==> src/rtl/Channel.svh <==
// Channel.svh: port-bundle macros for a valid/accept Channel (d, v forward; a backward).
// Each macro takes the three port names of the channel and the data width.
`ifndef CHANNEL_SVH
`define CHANNEL_SVH

`define CHANNEL_SNK_PORTS(d, v, a, w) \
    input  logic [(w)-1:0] d, \
    input  logic           v, \
    output logic           a

`define CHANNEL_SRC_PORTS(d, v, a, w) \
    output logic [(w)-1:0] d, \
    output logic           v, \
    input  logic           a

`endif

==> src/rtl/channel_util_pkg.sv <==
// channel_util_pkg: shared types and helpers for the Channel utility blocks.
// Holds the deserializer FILL/HOLD state enum and the beat-counter width helper.
package channel_util_pkg;

    typedef enum logic {
        FILL = 1'b0,
        HOLD = 1'b1
    } deser_state_e;

    // A counter that spans 0..k-1 still needs one bit when k is 1.
    function automatic int cnt_width(input int k);
        return (k > 1) ? $clog2(k) : 1;
    endfunction

endpackage

==> src/rtl/channel_deserializer.sv <==
// channel_deserializer: packs K narrow NIN-bit beats (first beat in the LSBs) into one wide word.
// Defining CHANNEL_DESER_FLUSH_EN adds a flush input that emits a partial, zero-padded word.
`include "Channel.svh"

module channel_deserializer
    import channel_util_pkg::*;
#(
    parameter int NIN = 8,
    parameter int K   = 4
) (
    input  logic clk,
    input  logic reset,
`ifdef CHANNEL_DESER_FLUSH_EN
    input  logic flush,
`endif
    `CHANNEL_SNK_PORTS(in_d, in_v, in_a, NIN),
    `CHANNEL_SRC_PORTS(out_d, out_v, out_a, NIN * K)
);

    localparam int CW = cnt_width(K);
    localparam int W  = NIN * K;
    localparam logic [CW-1:0] CNT_LAST = CW'(K - 1);
    localparam logic [CW-1:0] CNT_ONE  = CW'(1);

    deser_state_e  state_r;
    deser_state_e  state_s;
    logic [CW-1:0] cnt_r;
    logic [CW-1:0] cnt_s;
    logic [W-1:0]  word_r;
    logic [W-1:0]  word_s;
    logic          in_a_s;
    logic          accept_s;

    // Input accept: open in FILL, in HOLD only when the held word leaves this cycle.
    always_comb begin
        in_a_s = 1'b0;
        if (!reset) begin
            in_a_s = 1'b0;
        end else if (state_r == HOLD) begin
            in_a_s = in_v & out_a;
        end else begin
            in_a_s = in_v;
        end
    end

    assign accept_s = in_v & in_a_s;

    // Next state, beat counter and word register.
    always_comb begin
        state_s = state_r;
        cnt_s   = cnt_r;
        word_s  = word_r;
        case (state_r)
            FILL: begin
                if (accept_s) begin
                    for (int i = 0; i < K; i++) begin
                        if (cnt_r == CW'(i)) begin
                            word_s[i*NIN +: NIN] = in_d;
                        end else begin
                            word_s[i*NIN +: NIN] = word_r[i*NIN +: NIN];
                        end
                    end
                    if (cnt_r == CNT_LAST) begin
                        state_s = HOLD;
                        cnt_s   = '0;
                    end else begin
                        cnt_s   = cnt_r + CNT_ONE;
                    end
                end else begin
                    cnt_s = cnt_r;
                end
`ifdef CHANNEL_DESER_FLUSH_EN
                // Evaluated after the beat so a coinciding beat is part of the flushed word.
                if (flush && (state_s == FILL) && (cnt_s != '0)) begin
                    state_s = HOLD;
                    cnt_s   = '0;
                end else begin
                    cnt_s   = cnt_s;
                end
`endif
            end
            HOLD: begin
                if (out_a) begin
                    word_s = '0;
                    if (accept_s) begin
                        word_s[NIN-1:0] = in_d;
                        if (K == 1) begin
                            state_s = HOLD;
                            cnt_s   = '0;
                        end else begin
                            state_s = FILL;
                            cnt_s   = CNT_ONE;
                        end
                    end else begin
                        state_s = FILL;
                        cnt_s   = '0;
                    end
                end else begin
                    state_s = HOLD;
                end
            end
            default: begin
                state_s = FILL;
                cnt_s   = '0;
                word_s  = '0;
            end
        endcase
    end

    // State, counter and word registers.
    always_ff @(posedge clk or negedge reset) begin
        if (!reset) begin
            state_r <= FILL;
            cnt_r   <= '0;
            word_r  <= '0;
        end else begin
            state_r <= state_s;
            cnt_r   <= cnt_s;
            word_r  <= word_s;
        end
    end

    assign in_a  = in_a_s;
    assign out_d = word_r;
    assign out_v = (state_r == HOLD);

endmodule

==> config.mk <==
export PLATFORM = sky130hd
export DESIGN_NAME = channel_deserializer
export DESIGN_NICKNAME = d
export VERILOG_FILES = /design/src/rtl/channel_util_pkg.sv /design/src/rtl/channel_deserializer.sv
export VERILOG_INCLUDE_DIRS = /design/src /design/src/rtl
export SDC_FILE = /design/constraint.sdc
export NUM_CORES = 1
export LEC_CHECK = 0
export CELL_PAD_IN_SITES_DETAIL_PLACEMENT = 1
export CELL_PAD_IN_SITES_GLOBAL_PLACEMENT = 2
export CORE_MARGIN = 3
export CORE_UTILIZATION = 32
export DETAILED_ROUTE_END_ITERATION = 8
export GPL_TIMING_DRIVEN = 0
export PLACE_DENSITY = 0.9
export SLEW_MARGIN = 10
export SYNTH_ARGS = -nofsm -noshare
export SYNTH_HDL_FRONTEND = slang
export SYNTH_SLANG_ARGS = --single-unit
==> constraint.sdc <==
create_clock -name clk -period 3.5 [get_ports clk]
set_clock_uncertainty 0.1 [all_clocks]
set_input_delay 0.7 -clock clk [delete_from_list [all_inputs] [get_ports clk]]
set_output_delay 0.7 -clock clk [all_outputs]
set_load 0.1 [all_outputs]
==> flow_metrics.env <==
export IMPL_synth_edf_count=0
export IMPL_cp_max_fo=10
export IMPL_crit_type="input port to primary output"
export IMPL_hold_ws_ns=0.2401
export IMPL_post_dp_hpwl_um=3241
export IMPL_via_count=1382
export IMPL_htree_levels=2
export IMPL_drt_initial_drc_count=129
export IMPL_dpl_cell_area_um2=2270
export IMPL_status="finished clean"
export IMPL_start_util=0.3340
export IMPL_synth_distinct_cells=25
export IMPL_dpl_cell_count=272
export IMPL_rr_worst_depth=6
export IMPL_place_gp_congestion=0.7132
export IMPL_viasPerCell=4.953
export IMPL_pin_count=46
export IMPL_yosysTopAreaCell="dfrtp_1"
export IMPL_worstMarginPinSlew_ns=0.9958
export IMPL_die_w_um=79.24
export IMPL_die_area_um2=6279
export IMPL_stdcell_count=279
export IMPL_drv_slew=0
export IMPL_core_um2=5140
export IMPL_rsz0062_at_grt="false"
export IMPL_fin_crit_sh=0.9650
export IMPL_cts_tree="built"
export IMPL_overflow=0
export IMPL_netlist_area_leader_share=0.5102
export IMPL_num_rows=26
export IMPL_ys_seq_elements=35
export IMPL_min_period_ns=3.377
export IMPL_yosysMostFrequentCell="dfrtp_1"
export IMPL_synth_area_leaders="dfrtp_1 51%, mux2i_1 15%, nand2_1 7.4%"
export IMPL_fillers=604
export IMPL_holdBufCountCts=0
export IMPL_ys_flop_type="dfrtp_1"
export IMPL_max_freq_ghz=0.2961
export IMPL_n_antenna_cell=0
export IMPL_port_buffers=45
export IMPL_start_kind="input port"
export IMPL_async_reset_ff_frac=1.000
export IMPL_max_clock_path_buffers=2
export IMPL_yosys_top_cells_count="35 x dfrtp_1, 34 x nand2_1, 25 x mux2i_1"
export IMPL_layout_drive_gt1_share=0.1148
export IMPL_synth_cell_area_um2=1717
export IMPL_cap_violations=0
export IMPL_cts_sinks=35
export IMPL_route_detailed_drc=0
export IMPL_reg2reg_from="cnt_r[0]"
export IMPL_first_pass_iters=4
export IMPL_crit_required_ns=2.70
export IMPL_netlist_instances=156
export IMPL_antenna_found_initial=0
export IMPL_hold_violations=0
export IMPL_grt_pass1_wl_um=7817
export IMPL_synth_fp_nets=172
export IMPL_cts_clk_slew_worst_paths_ns=0.07
export IMPL_startpoint="out_a"
export IMPL_grt_usage=0.1608
export IMPL_r2r_setup_slack_ns=1.75
export IMPL_grt_start_max_net_pins=25
export IMPL_grt_pass1_vias=1459
export IMPL_hold_class="input port to asynchronous set/reset pin"
export IMPL_worstPathArrival_ns=2.58
export IMPL_nNetsFinal=225
export IMPL_totalWireLength_um=4682
export IMPL_cts_buffers_inserted=5
export IMPL_syn_mean_instance_area_um2=11.00
export IMPL_ys_seq_area_frac=0.5102
export IMPL_ant_nets=0
export IMPL_worstSetupEndpointType="primary output"
export IMPL_yosysWarnings=0
export IMPL_die_h_um=79.24
export IMPL_stdcell_area_um2=2356
export IMPL_rr_endpoint="out_d[22]"
export IMPL_setup_viol=0
export IMPL_clk_latency_ns=0.28
export IMPL_syn_to_final_growth_pct=37.24
export IMPL_cts_root_buf="clkbuf_8"
export IMPL_wl_per_cell_um=16.78
export IMPL_cts_setup_buffers=0
export IMPL_max_slew_margin=0.3340
==> per-stage QoR <==
step,worst slack (ns),util,setup TNS (ns)
2_1_floorplan,0.1668,-,0
3_3_place_gp,-1.558,0.4387,-9.733
3_5_place_dp,-0.1976,0.4416,-0.1976
4_1_cts,0.08352,0.4584,0
5_1_grt,0.01910,0.4584,0
6_report,0.1225,0.4584,0
==> area by class of cell <==
type	instances	area (um^2)	share of cell area
Multi-Input combinational cell	110	790.8	0.3356
Clock inverter	1	5.005	0.002124
Clock buffer	6	82.58	0.03505
Timing Repair Buffer	46	464.2	0.1970
Inverter	2	7.507	0.003186
Tap cell	70	87.58	0.03717
Sequential cell	35	875.8	0.3717
Buffer	9	42.54	0.01806
==> metal layers <==
metal,vias up,global-route usage,routed length [um]
met4,0,0.04639,49
li1,650,-,-
met5,-,0,0
met1,697,0.2260,2276
met2,30,0.2534,2205
met3,5,0.02834,150
==> how the worst max path moves through the flow <==
stage / endpoint / slack, ns / depth (start not counted)
global route: in_a / 0.02 / 5
CTS: in_a / 0.08 / 5
detailed placement: in_a / -0.20 / 5
global placement: in_a / -1.56 / 4
finish: in_a / 0.12 / 5
floorplan: in_a / 0.17 / 3
==> state kept, by name (all words and copies together) (netlist names) <==
register and flops:
out_v 1, out_d 32, cnt_r 2
==> what timing repair did <==
action                     4_1_cts  5_1_grt
gates resized for setup          1        0
setup endpoints to repair        1        0
hold endpoints to repair         0        0
==> cell usage in the layout (no fill, tap or decap), types with 2 or more instances in the layout <==
master           instances
inv_1                    2
buf_2                    5
mux2i_1                 25
nand3_1                  2
clkdlybuf4s50_1         43
dfrtp_1                 35
clkbuf_1                 4
o21ai_0                  9
a21boi_0                 8
clkbuf_8                 6
mux2_2                   7
ha_1                     4
nand2b_1                 2
o22ai_1                  8
nand2_1                 34
==> worst max-delay path, cell delays in order <==
cell             delay (ns)
clkdlybuf4s50_1        0.53
nor2b_1                0.09
clkbuf_1               0.24
nor2_1                 0.15
dlygate4sd2_1          0.86
==> logic make-up after synthesis <==
kind of cell,after synthesis,share of synthesized area
adder cells (fa/ha/maj),4,0.02916
AND/OR/NAND/NOR,44,0.1210
buffers and inverters,11,0.02916
AO/OA/AOI/OAI,29,0.1123
multiplexers,33,0.1983
flip-flops,35,0.5102
Power is left out: the tool's default activity adds up to more than one toggle a clock period on the data nets, which glitch-free logic cannot reach.
